`config.mk`:
```
export PLATFORM = sky130hd
export DESIGN_NAME = regfile_scoreboard
export DESIGN_NICKNAME = d
export VERILOG_FILES = /design/src/rtl/rv_pkg.sv /design/src/rtl/reg_scoreboard.sv /design/src/rtl/regfile_scoreboard.sv
export SDC_FILE = /design/constraint.sdc
export NUM_CORES = 2
export LEC_CHECK = 0
export BUFFER_PORTS_ARGS = -buffer_cell sky130_fd_sc_hd__buf_2
export CAP_MARGIN = 10
export CORE_MARGIN = 2
export CORE_UTILIZATION = 45
export DETAILED_ROUTE_END_ITERATION = 16
export MAX_ROUTING_LAYER = met4
export PLACE_DENSITY = 0.66
export SYNTH_ARGS = -nofsm -noshare
export SYNTH_HDL_FRONTEND = slang
export SYNTH_HIERARCHICAL = 1
export SYNTH_SLANG_ARGS = --single-unit
```
`constraint.sdc`:
```
create_clock -name clk -period 27.8 [get_ports clk]
set_input_delay 1.39 -clock clk [delete_from_list [all_inputs] [get_ports clk]]
set_output_delay 1.39 -clock clk [all_outputs]
set_load 0.05 [all_outputs]
```
`src/rtl/rv_pkg.sv`:
```
// rv_pkg: shared register-file defaults and address-width helper.
package rv_pkg;
  localparam int XLEN_DEF = 32;
  localparam int NREG_DEF = 32;
  function automatic int addr_w(input int n);
    return (n > 1) ? $clog2(n) : 1;
  endfunction
endpackage

```
`src/rtl/reg_scoreboard.sv`:
```
// reg_scoreboard: per-register pending bits with set/clear/flush and a registered popcount.
module reg_scoreboard import rv_pkg::*; #(
  parameter int NREG = NREG_DEF,
  localparam int AW = addr_w(NREG)
) (
  input  logic            clk,
  input  logic            reset,
  input  logic            set_en,
  input  logic [AW-1:0]   set_addr,
  input  logic            clr_en,
  input  logic [AW-1:0]   clr_addr,
  input  logic            flush,
  output logic [NREG-1:0] busy,
  output logic [AW:0]     pend_cnt
);
  logic [NREG-1:0] busy_q, busy_d;
  logic [AW:0]     cnt_q, cnt_d;
  // set is applied after clear so an issue and writeback to the same register leaves it pending
  always_comb begin
    busy_d = busy_q;
    if (clr_en) busy_d[clr_addr] = 1'b0;
    if (set_en && set_addr != '0) busy_d[set_addr] = 1'b1;
    if (flush) busy_d = '0;
    cnt_d = '0;
    for (int k = 0; k < NREG; k++) cnt_d = cnt_d + (AW+1)'(busy_d[k]);
  end
  always_ff @(posedge clk or posedge reset) begin
    if (reset) begin
      busy_q <= '0;
      cnt_q  <= '0;
    end else begin
      busy_q <= busy_d;
      cnt_q  <= cnt_d;
    end
  end
  assign busy     = busy_q;
  assign pend_cnt = cnt_q;
endmodule

```
`src/rtl/regfile_scoreboard.sv`:
```
// regfile_scoreboard: multi-port register file with pending-write scoreboard.
// Define REGFILE_BYPASS_EN for same-cycle write-through on read ports.
module regfile_scoreboard import rv_pkg::*; #(
  parameter int XLEN = XLEN_DEF,
  parameter int NREG = NREG_DEF,
  parameter int NRD  = 2,
  localparam int AW  = addr_w(NREG)
) (
  input  logic              clk,
  input  logic              reset,
  input  logic [NRD*AW-1:0] rd_addr,
  output logic [NRD*XLEN-1:0] rd_data,
  output logic [NRD-1:0]    rd_busy,
  input  logic              wr_en,
  input  logic [AW-1:0]     wr_addr,
  input  logic [XLEN-1:0]   wr_data,
  input  logic              iss_en,
  input  logic [AW-1:0]     iss_addr,
  input  logic              flush,
  output logic [AW:0]       pend_cnt
);
`ifdef REGFILE_BYPASS_EN
  localparam bit BYP = 1'b1;
`else
  localparam bit BYP = 1'b0;
`endif
  logic [XLEN-1:0] regs_q [NREG];
  logic [XLEN-1:0] regs_d [NREG];
  logic [NREG-1:0] busy;
  always_comb begin
    regs_d = regs_q;
    if (wr_en && wr_addr != '0) regs_d[wr_addr] = wr_data;
  end
  always_ff @(posedge clk or posedge reset) begin
    if (reset) regs_q <= '{default: '0};
    else       regs_q <= regs_d;
  end
  reg_scoreboard #(.NREG(NREG)) u_sb (
    .clk      (clk),
    .reset    (reset),
    .set_en   (iss_en),
    .set_addr (iss_addr),
    .clr_en   (wr_en),
    .clr_addr (wr_addr),
    .flush    (flush),
    .busy     (busy),
    .pend_cnt (pend_cnt)
  );
  for (genvar i = 0; i < NRD; i++) begin : g_rd
    logic [AW-1:0] ra;
    logic          hit;
    assign ra  = rd_addr[i*AW +: AW];
    assign hit = BYP && wr_en && wr_addr == ra;
    assign rd_data[i*XLEN +: XLEN] = (ra == '0) ? '0 : hit ? wr_data : regs_q[ra];
    assign rd_busy[i] = (ra != '0) && (hit ? (iss_en && iss_addr == ra) : busy[ra]);
  end
endmodule

```
==> results.py <==
metrics = {
    "floorplanning": {
        "initial_core_util": 0.453,
        "die_h_um": 362,
        "die-area_mm2": 0.131,
        "core_area_mm2": 0.128,
        "die-width_um": 362,
        "io_pins": 129,
        "core.rowCount": 131,
    },
    "global_routing": {
        "grt_pass1_wl_um": 274000,
        "gr-total-overflow": 0,
        "grt_max_degree": 123,
        "grt_pass1_vias": 38300,
        "grt_usage": 0.297,
        "antenna_found_initial": 14,
    },
    "timing": {
        "fin_crit_ns": 6.93,
        "finalClockSkew_ns": 0.0139,
        "rsz0062_at_grt": "false",
        "fin_tns_setup_ns": 0,
        "max_freq_mhz": 144,
        "hold_viol_final": 0,
        "fin_crit_sh": 0.249,
        "worst_slack_ns": 20.87,
        "worst_pin_slew_ns": 1.24,
        "slew_headroom": 0.164,
        "setup_viol": 0,
        "slew_viol_final": 0,
    },
    "worst_setup_path": {
        "required_ns": 26.41,
        "crit_fanout": 78,
        "worst_path_most_repeated_cell": "buf_4",
        "cp_num_buf_inv": 4,
        "cp_top_family": "buffers and inverters",
        "path_cells": "buf_8 > buf_4 > buf_4 > mux4_2 > a22o_1 > a2111oi_2 > nor3_1 > buf_2",
        "critPathCaptureType": "output pin",
        "crit_path_start_kind": "primary input",
        "crit_type": "in2out",
        "critPathMaxStageDelay_ns": 0.90,
        "slowest_stage": "buf_4",
        "crit_arrival_ns": 5.54,
    },
    "yosys": {
        "ys_seq_elements": 1062,
        "synth-edff-count": 0,
        "synthCells": 3978,
        "syn_area_per_cell_um2": 14.5,
        "async_flop_share": 1.00,
        "ys_seq_area_frac": 0.460,
        "syn_nets": 4072,
        "yosysUniqueCellTypes": 55,
        "yosysWarnings": 6,
        "synth_ff_type": "dfrtp_1",
        "synth_area_mm2": 0.0578,
    },
    "cts": {
        "cts_resized": 0,
        "cts_buffers": 113,
        "clock_latency_ns": 0.73,
        "root_buffer": "clkbuf_16",
        "path_clk_slew_ns": 0.06,
        "cts_setup_buffers": 0,
        "cts_tree": "yes",
        "htree_levels": 3,
        "clock_path_buffers": 3,
        "hold_buffers": 0,
        "clock-sinks": 1062,
    },
    "detailed_routing": {
        "route.detailed.drc": 0,
        "drt-initial-drc-count": 4305,
        "drt_pass1_iterations": 6,
        "viasPerCell": 6.75,
        "ant_nets": 0,
        "vias": 38000,
        "routed_wirelength_um": 189000,
        "routedWlPerCell_um": 33.6,
    },
    "cells_and_area": {
        "final_common_cell": "dfrtp_1",
        "syn2layout_area_growth_pct": 9.50,
        "final_cells": 5628,
        "drive_gt1_frac": 0.482,
        "layout.nets": 3964,
        "final_cell_mix": "dfrtp_1, mux2_2, mux4_2",
    },
    "power_and_ir_drop": {
        "leakage_nw": 27.5,
        "power_density_mw_per_mm2": 72.2,
        "worst_ir_drop_vdd_mv": 0.0566,
        "design_power_total_w": 0.00457,
    },
    "placed_design": {
        "dpl.cell_count": 5416,
        "globalplace.congestion": 0.898,
        "detailedPlace.worstSlack_ns": 20.48,
        "port_buffers": 128,
        "dp_hpwl_um": 104000,
    },
    "min_path": {
        "worstHoldPathType": "reg2reg",
    },
    "status": {
        "outcome": "completed",
    },
    "job": {
        "cap_viol_max_count": 0,
    },
}
flip-flops by register name, summed over array words and instances (netlist names):
name / cells
u_sb/busy: 32
u_sb/pend_cnt: 6
regs_q: 1024
power breakdown:
| part | internal (W) | leakage [nW] | total (W) | switching (W) |
|---|---|---|---|---|
| combinational | 0.000519 | 12.0 | 0.000944 | 0.000425 |
| sequential | 0.00183 | 13.7 | 0.00205 | 0.000219 |
| clock | 0.000922 | 1.88 | 0.00158 | 0.000654 |
logic make-up (layout without fill, tap and decap cells):
family,Yosys count,count (layout),synth area share
XOR/XNOR,3,3,0.000455
buffers and inverters,476,455,0.0391
other,0,9,0
multiplexers,1723,1723,0.409
AND/OR/NAND/NOR,246,246,0.0246
flip-flops,1062,1062,0.460
adder cells (fa/ha/maj),37,37,0.0113
AO/OA/AOI/OAI,431,431,0.0553
per-layer routing:
| metal | share of wire | wire (µm) | GRT usage | vias up |
|---|---|---|---|---|
| met5 | 0 | 0 | - | - |
| met4 | 0.039 | 7300 | 0.108 | 0 |
| met3 | 0.090 | 17100 | 0.0707 | 429 |
| met2 | 0.46 | 87600 | 0.447 | 1843 |
| met1 | 0.41 | 77200 | 0.393 | 20600 |
| li1 | - | - | - | 15100 |
final timing paths:
| path | from | to | cells past startpoint | slack, ns |
|---|---|---|---|---|
| worst min register to register | regs_q[1001]$_DFFE_PP0P_ | regs_q[1001]$_DFFE_PP0P_ | 0 | 0.40 |
| worst min-delay path | regs_q[1001]$_DFFE_PP0P_ | regs_q[1001]$_DFFE_PP0P_ | 0 | 0.40 |
| min in group asynchronous | reset | u_sb/busy[14]$_DFF_PP0_ | 3 | 0.80 |
| max in group asynchronous | reset | regs_q[805]$_DFFE_PP0P_ | 6 | 22.96 |
| worst max register to register | u_sb/busy[1]$_DFF_PP0_ | u_sb/pend_cnt[4]$_DFF_PP0_ | 16 | 22.31 |
| worst max-delay path | rd_addr[0] | rd_data[7] | 8 | 20.87 |
stage by stage:
step	utilization	hold slack, ns	area, µm²
2_1_floorplan	-	0.441	57800
3_3_place_gp	0.466	0.381	59400
3_5_place_dp	0.466	0.386	59400
4_1_cts	0.496	0.399	63200
5_1_grt	0.496	0.408	63300
6_report	0.496	0.402	63300
area by class of cell:
| type | count | area [µm²] |
|---|---|---|
| inverters | 31 | 120 |
| well taps | 1662 | 2080 |
| repair buffers | 222 | 1430 |
| diodes | 9 | 22.5 |
| clock inverters | 47 | 637 |
| clock buffers | 155 | 3200 |
| flip-flops and latches | 1062 | 26600 |
| multi-input cells | 2440 | 29200 |
| fillers | 10800 | 64300 |
Yosys cell counts, types with 12 or more instances:
library cell | number | share of area
dfrtp_1 | 1062 | 0.46
mux2_2 | 1022 | 0.20
mux4_2 | 409 | 0.16
mux2i_1 | 292 | 0.051
clkbuf_1 | 246 | 0.016
a22oi_1 | 85 | 0.011
buf_2 | 80 | 0.0069
nor2b_1 | 70 | 0.0076
buf_1 | 63 | 0.0041
a211oi_1 | 50 | 0.0065
a22o_1 | 47 | 0.0071
o21ai_0 | 47 | 0.0041
o22ai_1 | 45 | 0.0049
nor3_1 | 44 | 0.0038
a21oi_1 | 38 | 0.0033
inv_1 | 31 | 0.0020
o221ai_1 | 28 | 0.0042
nor2_1 | 27 | 0.0018
buf_4 | 25 | 0.0032
fa_1 | 25 | 0.0087
buf_6 | 23 | 0.0045
nand2_1 | 22 | 0.0014
a2111oi_2 | 20 | 0.0052
o21ai_1 | 18 | 0.0016
nand3b_1 | 16 | 0.0021
o21a_1 | 15 | 0.0019
nor4_1 | 14 | 0.0015
ha_1 | 12 | 0.0026
No activity file was read; power rests on OpenSTA's default activity.
